## src/rtl/uart_pkg.sv

```systemverilog
// Shared constants and state encoding for the UART transmit scheduler.
package uart_pkg;

    localparam int CPB_W = 18;
    localparam logic [CPB_W-1:0] CPB_DEFAULT = 18'd434;

    localparam int WDOG_W          = CPB_W + 4;
    localparam int WDOG_ACT_LIMIT  = 4;
    localparam int WDOG_FRAME_BITS = 11;

    typedef enum logic [1:0] {
        IDLE      = 2'd0,
        LAUNCH    = 2'd1,
        WAIT_ACT  = 2'd2,
        WAIT_DONE = 2'd3
    } state_t;

endpackage

```

## src/rtl/uart_rr_arbiter.sv

```systemverilog
// Combinational round-robin pick: first set request at or after ptr, wrapping.
module uart_rr_arbiter #(
    parameter int NUM_REQ = 4,
    localparam int IDX_W = $clog2(NUM_REQ)
) (
    input  logic [NUM_REQ-1:0] req,
    input  logic [IDX_W-1:0]   ptr,
    output logic [NUM_REQ-1:0] gnt,
    output logic [IDX_W-1:0]   idx,
    output logic               any
);

    always_comb begin
        int cand;
        cand = 0;
        idx  = '0;
        any  = 1'b0;
        for (int i = 0; i < NUM_REQ; i++) begin
            cand = (int'(ptr) + i) % NUM_REQ;
            if (!any && req[IDX_W'(cand)]) begin
                any = 1'b1;
                idx = IDX_W'(cand);
            end
        end
        gnt = any ? (NUM_REQ'(1) << idx) : '0;
    end

endmodule

```

## src/rtl/uart_tx_scheduler.sv

```systemverilog
// Round-robin frame scheduler sharing one UART transmitter among NUM_REQ requesters.
// Define UART_TX_SCHED_WDOG_EN to enable the WAIT_ACT/WAIT_DONE watchdog.
//
// state     | meaning
// IDLE      | waiting for a request with the transmitter idle
// LAUNCH    | start strobe and accept pulse are out for this cycle
// WAIT_ACT  | waiting for the transmitter to report activity
// WAIT_DONE | frame in flight, waiting for the done pulse
module uart_tx_scheduler #(
    parameter int NUM_REQ = 4,
    parameter int DATA_W  = 8,
    parameter int CPB_W   = uart_pkg::CPB_W,
    parameter logic [CPB_W-1:0] CPB_DEFAULT = CPB_W'(uart_pkg::CPB_DEFAULT)
) (
    input  logic                       internal_clock,
    input  logic                       reset_n,
    input  logic [NUM_REQ-1:0]         req_valid,
    input  logic [NUM_REQ*DATA_W-1:0]  req_data,
    output logic [NUM_REQ-1:0]         req_ready,
    input  logic [CPB_W-1:0]           cfg_clk_per_bit,
    input  logic                       cfg_load,
    output logic [DATA_W-1:0]          tx_byte,
    output logic                       tx_enable_n,
    output logic [CPB_W-1:0]           tx_clk_per_bit,
    input  logic                       tx_active,
    input  logic                       tx_done,
    output logic                       busy,
    output logic [$clog2(NUM_REQ)-1:0] grant_id,
    output logic                       wdog_err
);
    import uart_pkg::*;

    localparam int IDX_W = $clog2(NUM_REQ);

    state_t             state;
    logic [IDX_W-1:0]   rr_ptr;
    logic [NUM_REQ-1:0] arb_gnt;
    logic [IDX_W-1:0]   arb_idx;
    logic               arb_any;
    logic [IDX_W-1:0]   ptr_next;
    logic               cfg_ok;
    logic               cfg_pend;
    logic [CPB_W-1:0]   cfg_pend_val;
    logic               cfg_apply;
    logic [CPB_W-1:0]   cfg_next_cpb;

    uart_rr_arbiter #(.NUM_REQ(NUM_REQ)) u_arb (
        .req (req_valid),
        .ptr (rr_ptr),
        .gnt (arb_gnt),
        .idx (arb_idx),
        .any (arb_any)
    );

    assign ptr_next = (arb_idx == IDX_W'(NUM_REQ - 1)) ? '0 : arb_idx + 1'b1;

    // Values 0 and 1 cannot form a bit period and are discarded.
    assign cfg_ok       = cfg_load && (cfg_clk_per_bit > CPB_W'(1));
    assign cfg_apply    = cfg_ok || cfg_pend;
    assign cfg_next_cpb = cfg_ok ? cfg_clk_per_bit : cfg_pend_val;

`ifdef UART_TX_SCHED_WDOG_EN
    localparam int WD_W = CPB_W + 4;
    logic [WD_W-1:0] wd_cnt;
    logic [WD_W-1:0] wd_done_lim;
    assign wd_done_lim = WD_W'(tx_clk_per_bit) * WD_W'(WDOG_FRAME_BITS);
`else
    assign wdog_err = 1'b0;
`endif

    always_ff @(posedge internal_clock or negedge reset_n) begin
        if (!reset_n) begin
            state          <= IDLE;
            req_ready      <= '0;
            tx_byte        <= '0;
            tx_enable_n    <= 1'b1;
            tx_clk_per_bit <= CPB_DEFAULT;
            busy           <= 1'b0;
            grant_id       <= '0;
            rr_ptr         <= '0;
            cfg_pend       <= 1'b0;
            cfg_pend_val   <= CPB_DEFAULT;
`ifdef UART_TX_SCHED_WDOG_EN
            wd_cnt         <= '0;
            wdog_err       <= 1'b0;
`endif
        end else begin
            // Loads outside the open IDLE window are parked; IDLE entry overrides below.
            if (cfg_ok) begin
                cfg_pend     <= 1'b1;
                cfg_pend_val <= cfg_clk_per_bit;
            end
            case (state)
                IDLE: begin
                    if (arb_any && !tx_active) begin
                        tx_byte     <= req_data[int'(arb_idx)*DATA_W +: DATA_W];
                        req_ready   <= arb_gnt;
                        tx_enable_n <= 1'b0;
                        grant_id    <= arb_idx;
                        rr_ptr      <= ptr_next;
                        busy        <= 1'b1;
                        state       <= LAUNCH;
                    end else begin
                        if (cfg_apply) tx_clk_per_bit <= cfg_next_cpb;
                        cfg_pend <= 1'b0;
                    end
                end
                LAUNCH: begin
                    tx_enable_n <= 1'b1;
                    req_ready   <= '0;
                    state       <= WAIT_ACT;
`ifdef UART_TX_SCHED_WDOG_EN
                    wd_cnt      <= '0;
`endif
                end
                WAIT_ACT: begin
                    if (tx_active) begin
                        state <= WAIT_DONE;
`ifdef UART_TX_SCHED_WDOG_EN
                        wd_cnt <= '0;
                    end else if (wd_cnt == WD_W'(WDOG_ACT_LIMIT - 1)) begin
                        wdog_err <= 1'b1;
                        wd_cnt   <= '0;
                        state    <= IDLE;
                        busy     <= 1'b0;
                        if (cfg_apply) tx_clk_per_bit <= cfg_next_cpb;
                        cfg_pend <= 1'b0;
                    end else begin
                        wd_cnt <= wd_cnt + 1'b1;
`endif
                    end
                end
                WAIT_DONE: begin
                    if (tx_done) begin
                        state <= IDLE;
                        busy  <= 1'b0;
                        if (cfg_apply) tx_clk_per_bit <= cfg_next_cpb;
                        cfg_pend <= 1'b0;
`ifdef UART_TX_SCHED_WDOG_EN
                        wd_cnt <= '0;
                    end else if (wd_cnt == wd_done_lim - 1'b1) begin
                        wdog_err <= 1'b1;
                        wd_cnt   <= '0;
                        state    <= IDLE;
                        busy     <= 1'b0;
                        if (cfg_apply) tx_clk_per_bit <= cfg_next_cpb;
                        cfg_pend <= 1'b0;
                    end else begin
                        wd_cnt <= wd_cnt + 1'b1;
`endif
                    end
                end
                default: state <= IDLE;
            endcase
        end
    end

endmodule

```

## config.mk

```make
export PLATFORM = sky130hd
export DESIGN_NAME = uart_tx_scheduler
export DESIGN_NICKNAME = d
export VERILOG_FILES = /design/src/rtl/uart_pkg.sv /design/src/rtl/uart_rr_arbiter.sv /design/src/rtl/uart_tx_scheduler.sv
export SDC_FILE = /design/constraint.sdc
export NUM_CORES = 1
export LEC_CHECK = 0
export ABC_CLOCK_PERIOD_IN_PS = 2000
export BUFFER_PORTS_ARGS = -buffer_cell sky130_fd_sc_hd__buf_2
export CORE_ASPECT_RATIO = 1.25
export CORE_UTILIZATION = 35
export CTS_CLUSTER_DIAMETER = 60
export DETAILED_ROUTE_END_ITERATION = 7
export PLACE_DENSITY_LB_ADDON = 0.15
export SLEW_MARGIN = 20
export SYNTH_ARGS = -nofsm -noshare
export SYNTH_HDL_FRONTEND = slang
export SYNTH_HIERARCHICAL = 1
export SYNTH_SLANG_ARGS = --single-unit
export TNS_END_PERCENT = 1
```

## constraint.sdc

```tcl
create_clock -name internal_clock -period 2 [get_ports internal_clock]
set_input_delay 0.2 -clock internal_clock [delete_from_list [all_inputs] [get_ports internal_clock]]
set_output_delay 0.2 -clock internal_clock [all_outputs]
set_load 0.1 [all_outputs]
```

# Yosys cells after proc, flatten, opt, wreduce, memory -nomap -nowiden

Cells that the tools add are included.
W data, S select, Z words.

Add/sub/neg operators: 4
Magnitude comparators: 5
Equal/unequal tests: 8
Shifts and indexed selects: 2
Mux-type cells: 42
Reductions and logical operators: 18

Operator list:

| cell                  | count |
|---|---|
| $mux W18              | 4 |
| $pmux W18 S2          | 1 |
| $shiftx A32 B6 Y8     | 1 |
| $gt A18 B1 Y1 const B | 1 |
| $mux W1               | 18 |
| $lt A2 B4 Y1 const B  | 4 |
| $mux W2               | 8 |
| $reduce_and A3 Y1     | 3 |
| $bmux W1 S2           | 4 |
| $mux W4               | 2 |
| $ne A2 B2 Y1 const B  | 4 |
| $pmux W2 S4           | 1 |
| $pmux W4 S2           | 1 |
| $eq A2 B2 Y1 const B  | 3 |
| $pmux W1 S2           | 3 |
| $logic_and A1 B1 Y1   | 5 |
| $add A2 B1 Y2 const B | 2 |
| $add A2 B2 Y2 const B | 2 |
| $logic_not A1 Y1      | 4 |
| $reduce_and A2 Y1     | 2 |
| $reduce_bool A2 Y1    | 2 |
| $shl A1 B2 Y4 const A | 1 |
| $eq A2 B1 Y1 const B  | 1 |
| $logic_not A2 Y1      | 1 |
| $logic_or A1 B1 Y1    | 1 |

Register bits: 57

# Logic depth before layout (Yosys ltp)

Word-level depth: 17
Gate-level depth with buffers: 9

# Modules after synthesis

Netlist, hierarchy kept.

Modules (own cells, without submodules):

| module            | times used | cells each | area an instance (sq um) | sequential area each (sq um) |
|---|---|---|---|---|
| uart_tx_scheduler | 1          | 227        | 2830.2                   | 1440.1 |
| uart_rr_arbiter   | 1          | 32         | 182.7                    | 0.0 |

# Worst setup path before layout

OpenSTA, ideal clock, no wires.

Kind: reg-to-reg
From: register rr_ptr[0]
To: register tx_byte[0]
Arrival: 1.894 ns
Data required time: 1.874 ns
Setup slack: -0.020 ns
Cell stages (with the launch flop): 7
Cell sequence: dfrtp_1 nand2b_2 a21oi_1 a211oi_2 buf_2 mux4_2 mux2_2

Elaborated cells between the ends (all ways): 32
Those cells by class: add/sub: 3; shift: 1; mux: 20; reduce/logical: 8

RTL lines:

| element                                                | RTL line                 | source |
|---|---|---|
| from (decl)                                            | uart_tx_scheduler.sv:36  | `logic [IDX_W-1:0] rr_ptr;` |
| from (signal assigned)                                 | uart_tx_scheduler.sv:100 | `rr_ptr <= ptr_next;` |
| branches (longest 12 deep; another with $add A2 B1 Y2) | --                       |  |
| $mux W2 (*)                                            | uart_rr_arbiter.sv:20    | `if (!any && req[IDX_W'(cand)]) begin` |
| named net arb_idx[0]                                   | uart_tx_scheduler.sv:38  | `logic [IDX_W-1:0] arb_idx;` |
| $shiftx A32 B6 Y8 (*)                                  | uart_tx_scheduler.sv:96  | `tx_byte <= req_data[int'(arb_idx)*DATA_W +: DATA_W];` |
| to (signal assigned)                                   | uart_tx_scheduler.sv:96  |  |
| to (decl)                                              | uart_tx_scheduler.sv:22  | `output logic [DATA_W-1:0] tx_byte,` |

Mark *: on every way through the listed nets, which the timed path passes. The select of a mux whose other input is x is not followed.
A chain may end at the register's enable or synchronous reset.

# Worst setup path in the final report

From: register rr_ptr[0]
To: register tx_byte[6]

The elaborated chain is that of the path after synthesis.

==> metrics.md <==
| Metric | Value |
|---|---|
| Fin crit period | `1.98 ns` |
| DP Wirelength | `5090 um` |
| Commonest non-fill, non-tap cells in the layout | `92 x buf_2, 46 x dfrtp_1, 28 x nand2_1, 23 x buf_4, 19 x o211a_1` |
| CTS Buffer Depth | `2` |
| CP required | `2.22 ns` |
| R2R cell count | `6` |
| Count of pins over their slew limit | `0` |
| Die W | `85.0 um` |
| Clock Latency Late Sink | `0.34 ns` |
| Sequential fraction of the synthesis area | `47.8%` |
| GRT Util Overall | `17.5%` |
| Run status | `completed` |
| Worst path bufs/invs | `1` |
| RR Endpoint | `tx_byte[6]` |
| Met1 usage | `22.3%` |
| First-pass GRT wire length | `12,300 um` |
| Root Buffer | `clkbuf_8` |
| CP Capture Type | `register` |
| Met3 GRT Util | `4.46%` |
| Post-Synth XOR/XNOR Area | `0%` |
| Avg Cell Area, Syn | `11.6 um^2` |
| Register Area | `1440 um^2` |
| Area of the mapped netlist | `3010 um^2` |
| RSZ-0062 raised after global routing | `true` |
| First-pass DRT Iterations | `4` |
| IO Port Bufs | `92` |
| Routed wire length | `7370 um` |
| WHS Endpoint | `cfg_pend_val[10]` |
| Largest family of logic cells by synthesized area | `simple AND/OR/NAND/NOR gates` |
| CTS tree | `built` |
| FF-to-FF setup slack | `0.02 ns` |
| Fin crit share | `99.2%` |
| Fin. Hold Viols | `0` |
| Inserted Clock Buffers | `9` |
| Cell Rows | `37` |
| Place WS | `-0.0695 ns` |
| Worst-path fanout max | `5` |
| Most common cell after layout, fill and taps aside | `buf_2` |
| Final #Nets | `433` |
| Vias/cell | `5.33` |
| Die Span Y | `106 um` |
| Met2 Use GR | `28.7%` |
| R2r startpoint | `rr_ptr[0]` |
| Critical Path Source Type | `register` |
| Clock skew | `0.00875 ns` |
| Least-Margin Pin Slew | `0.554 ns` |
| Area leader, netlist | `dfrtp_1` |
| Predominant post-synthesis flop cell | `dfrtp_1` |
| Hold WC Path Type | `input pin to register` |
| Busiest layer in global routing | `met2` |
| Post-synthesis adder-cell area fraction | `2.08%` |
| Synth area leaders | `dfrtp_1 38%, dfstp_2 9.6%, mux2_2 6.7%` |
| Worst-path clk slew | `0.06 ns` |
| Core Area | `8290 um^2` |
| Area of the multi-input gates | `1470 um^2` |
| Ys async rst share | `100%` |
| Delay-heaviest family, CP | `multiplexers` |
| Final setup viols | `0` |
| Share of Yosys cell area claimed by the top area cell type | `38.2%` |
| Fillers | `805` |
| Clock sink count | `57` |
| Final Instance Area | `3980 um^2` |
| RePlAce Congestion | `0.841` |
| GR Overflow Total | `0` |
| Cell count after synthesis | `259` |
| Synth unique cells | `39` |
| Setup Crit Path Kind | `register to register` |
| Slew HR | `63.1%` |
| FMAX | `504 MHz` |
| TNS Setup | `0 ns` |
| Area of the die | `8990 um^2` |
| Io pins | `94` |
| Post-synth EDFFs | `0` |
| Antenna viol nets, final | `0` |
| CP max-delay cell | `mux4_2` |
| Worst Hold Launch | `cfg_clk_per_bit[10]` |
| Via Count | `2,510` |
| Post-route setup slack | `0.0158 ns` |
| Worst Hold Path Cells | `3` |
| Crit-path cells | `nand2b_4 -> a21oi_2 -> a211oi_2 -> buf_6 -> mux4_2 -> mux2_4` |
| Vias in the first global route | `2,573` |
| Share of layout cells above drive strength 1 | `48.1%` |
| CTS HTree Levels | `3` |
| DR iter-0 viols | `59` |
| Largest net degree at the start of global routing | `24` |
| Diodes inserted | `0` |
| Multiplexer share of the synthesized area | `14.5%` |
| WL per Instance | `15.7 um` |
| Area delta synth->final | `32.2%` |
| Syn Nets | `323` |
| Yosys warns | `6` |
| CP arrival | `2.20 ns` |
| Post-Place Cell Area | `3650 um^2` |
| DRC Markers | `0` |
| Starting density of the core | `36.4%` |
| Post-Synth Simple-Gate Area | `16.5%` |
| Crit path from | `rr_ptr[0]` |
| Crit path largest cell delay | `0.50 ns` |
| Maxcap violations | `0` |
| Synth Area in Compound Gates | `14.2%` |
| Yosys reg bits | `57` |
| Antenna violations before repair | `0` |
## stage by stage
stage	hold WS, ns	cells	util [%]
finish	0.0891	471	48.1
global route	0.0912	471	48.1
CTS	0.0795	466	47.2
detailed placement	0.223	446	44.1
global placement	0.227	446	44.1
floorplan	-0.0956	259	-
## logic make-up (layout without fill, tap and decap cells)
family | count (synthesis) | count (layout)
AO/OA/AOI/OAI | 49 | 49
other | 1 | 1
AND/OR/NAND/NOR | 88 | 88
multiplexers | 31 | 31
flip-flops | 57 | 57
buffers and inverters | 28 | 143
adder cells (fa/ha/maj) | 5 | 5
## routing by layer
layer	vias up	share of wire, %
li1	1185	-
met1	1236	44
met2	80	50
met3	9	5.3
met4	0	1.1
met5	-	0
## state kept, by name, summed over array words and instances (netlist names)
register	count
tx_enable_n	1
req_ready	4
grant_id	2
tx_clk_per_bit	18
cfg_pend	1
busy	1
cfg_pend_val	18
rr_ptr	2
tx_byte	8
state	2
## worst register-to-register path, delay by kind of cell (launching register included)
kind | cells | cell delay [ns]
muxes | 2 | 0.79
DFF | 1 | 0.41
AOI/OAI and AO/OA | 2 | 0.33
buffers and inverters | 1 | 0.19
and+or+nand+nor | 1 | 0.16
## Yosys cell counts, types with 3 or more instances
master and instances:
nand2_1 29, dfstp_2 11, dfrtp_1 46, a22o_1 9
nor4_1 3, or3_1 18, nor2_1 10, buf_2 6
mux2_1 4, mux2_2 18, inv_1 8, mux4_2 8
o211a_1 19, nand4b_1 18, clkbuf_1 7, o21ai_0 4
ha_1 5, a21oi_1 6, buf_4 6
## how the worst max path moves through the flow
stage,to,depth (start not counted)
finish,tx_byte[6],6
detailed placement,tx_clk_per_bit[9],7
floorplan,tx_byte[0],6
CTS,tx_byte[7],6
global route,tx_byte[6],6
global placement,tx_clk_per_bit[13],7
## repair_timing
item                                    CTS  global route
endpoints found under the setup margin    1            23
buffers inserted                          3             4
pin swaps                                 0             2
gates resized for setup                   0             9
hold endpoints to repair                 16             0
gates cloned                              0             1
hold buffers                              1             0
## cell type report
type	instances	area share, %
multi-input cells	174	36.9
clock buffers	11	3.80
clock inverters	5	1.95
well taps	97	3.05
repair buffers	119	17.4
flip-flops and latches	57	36.2
inverters	8	0.754
Power is left out: the tool's default activity adds up to more than one toggle a clock period on the data nets, which glitch-free logic cannot reach.
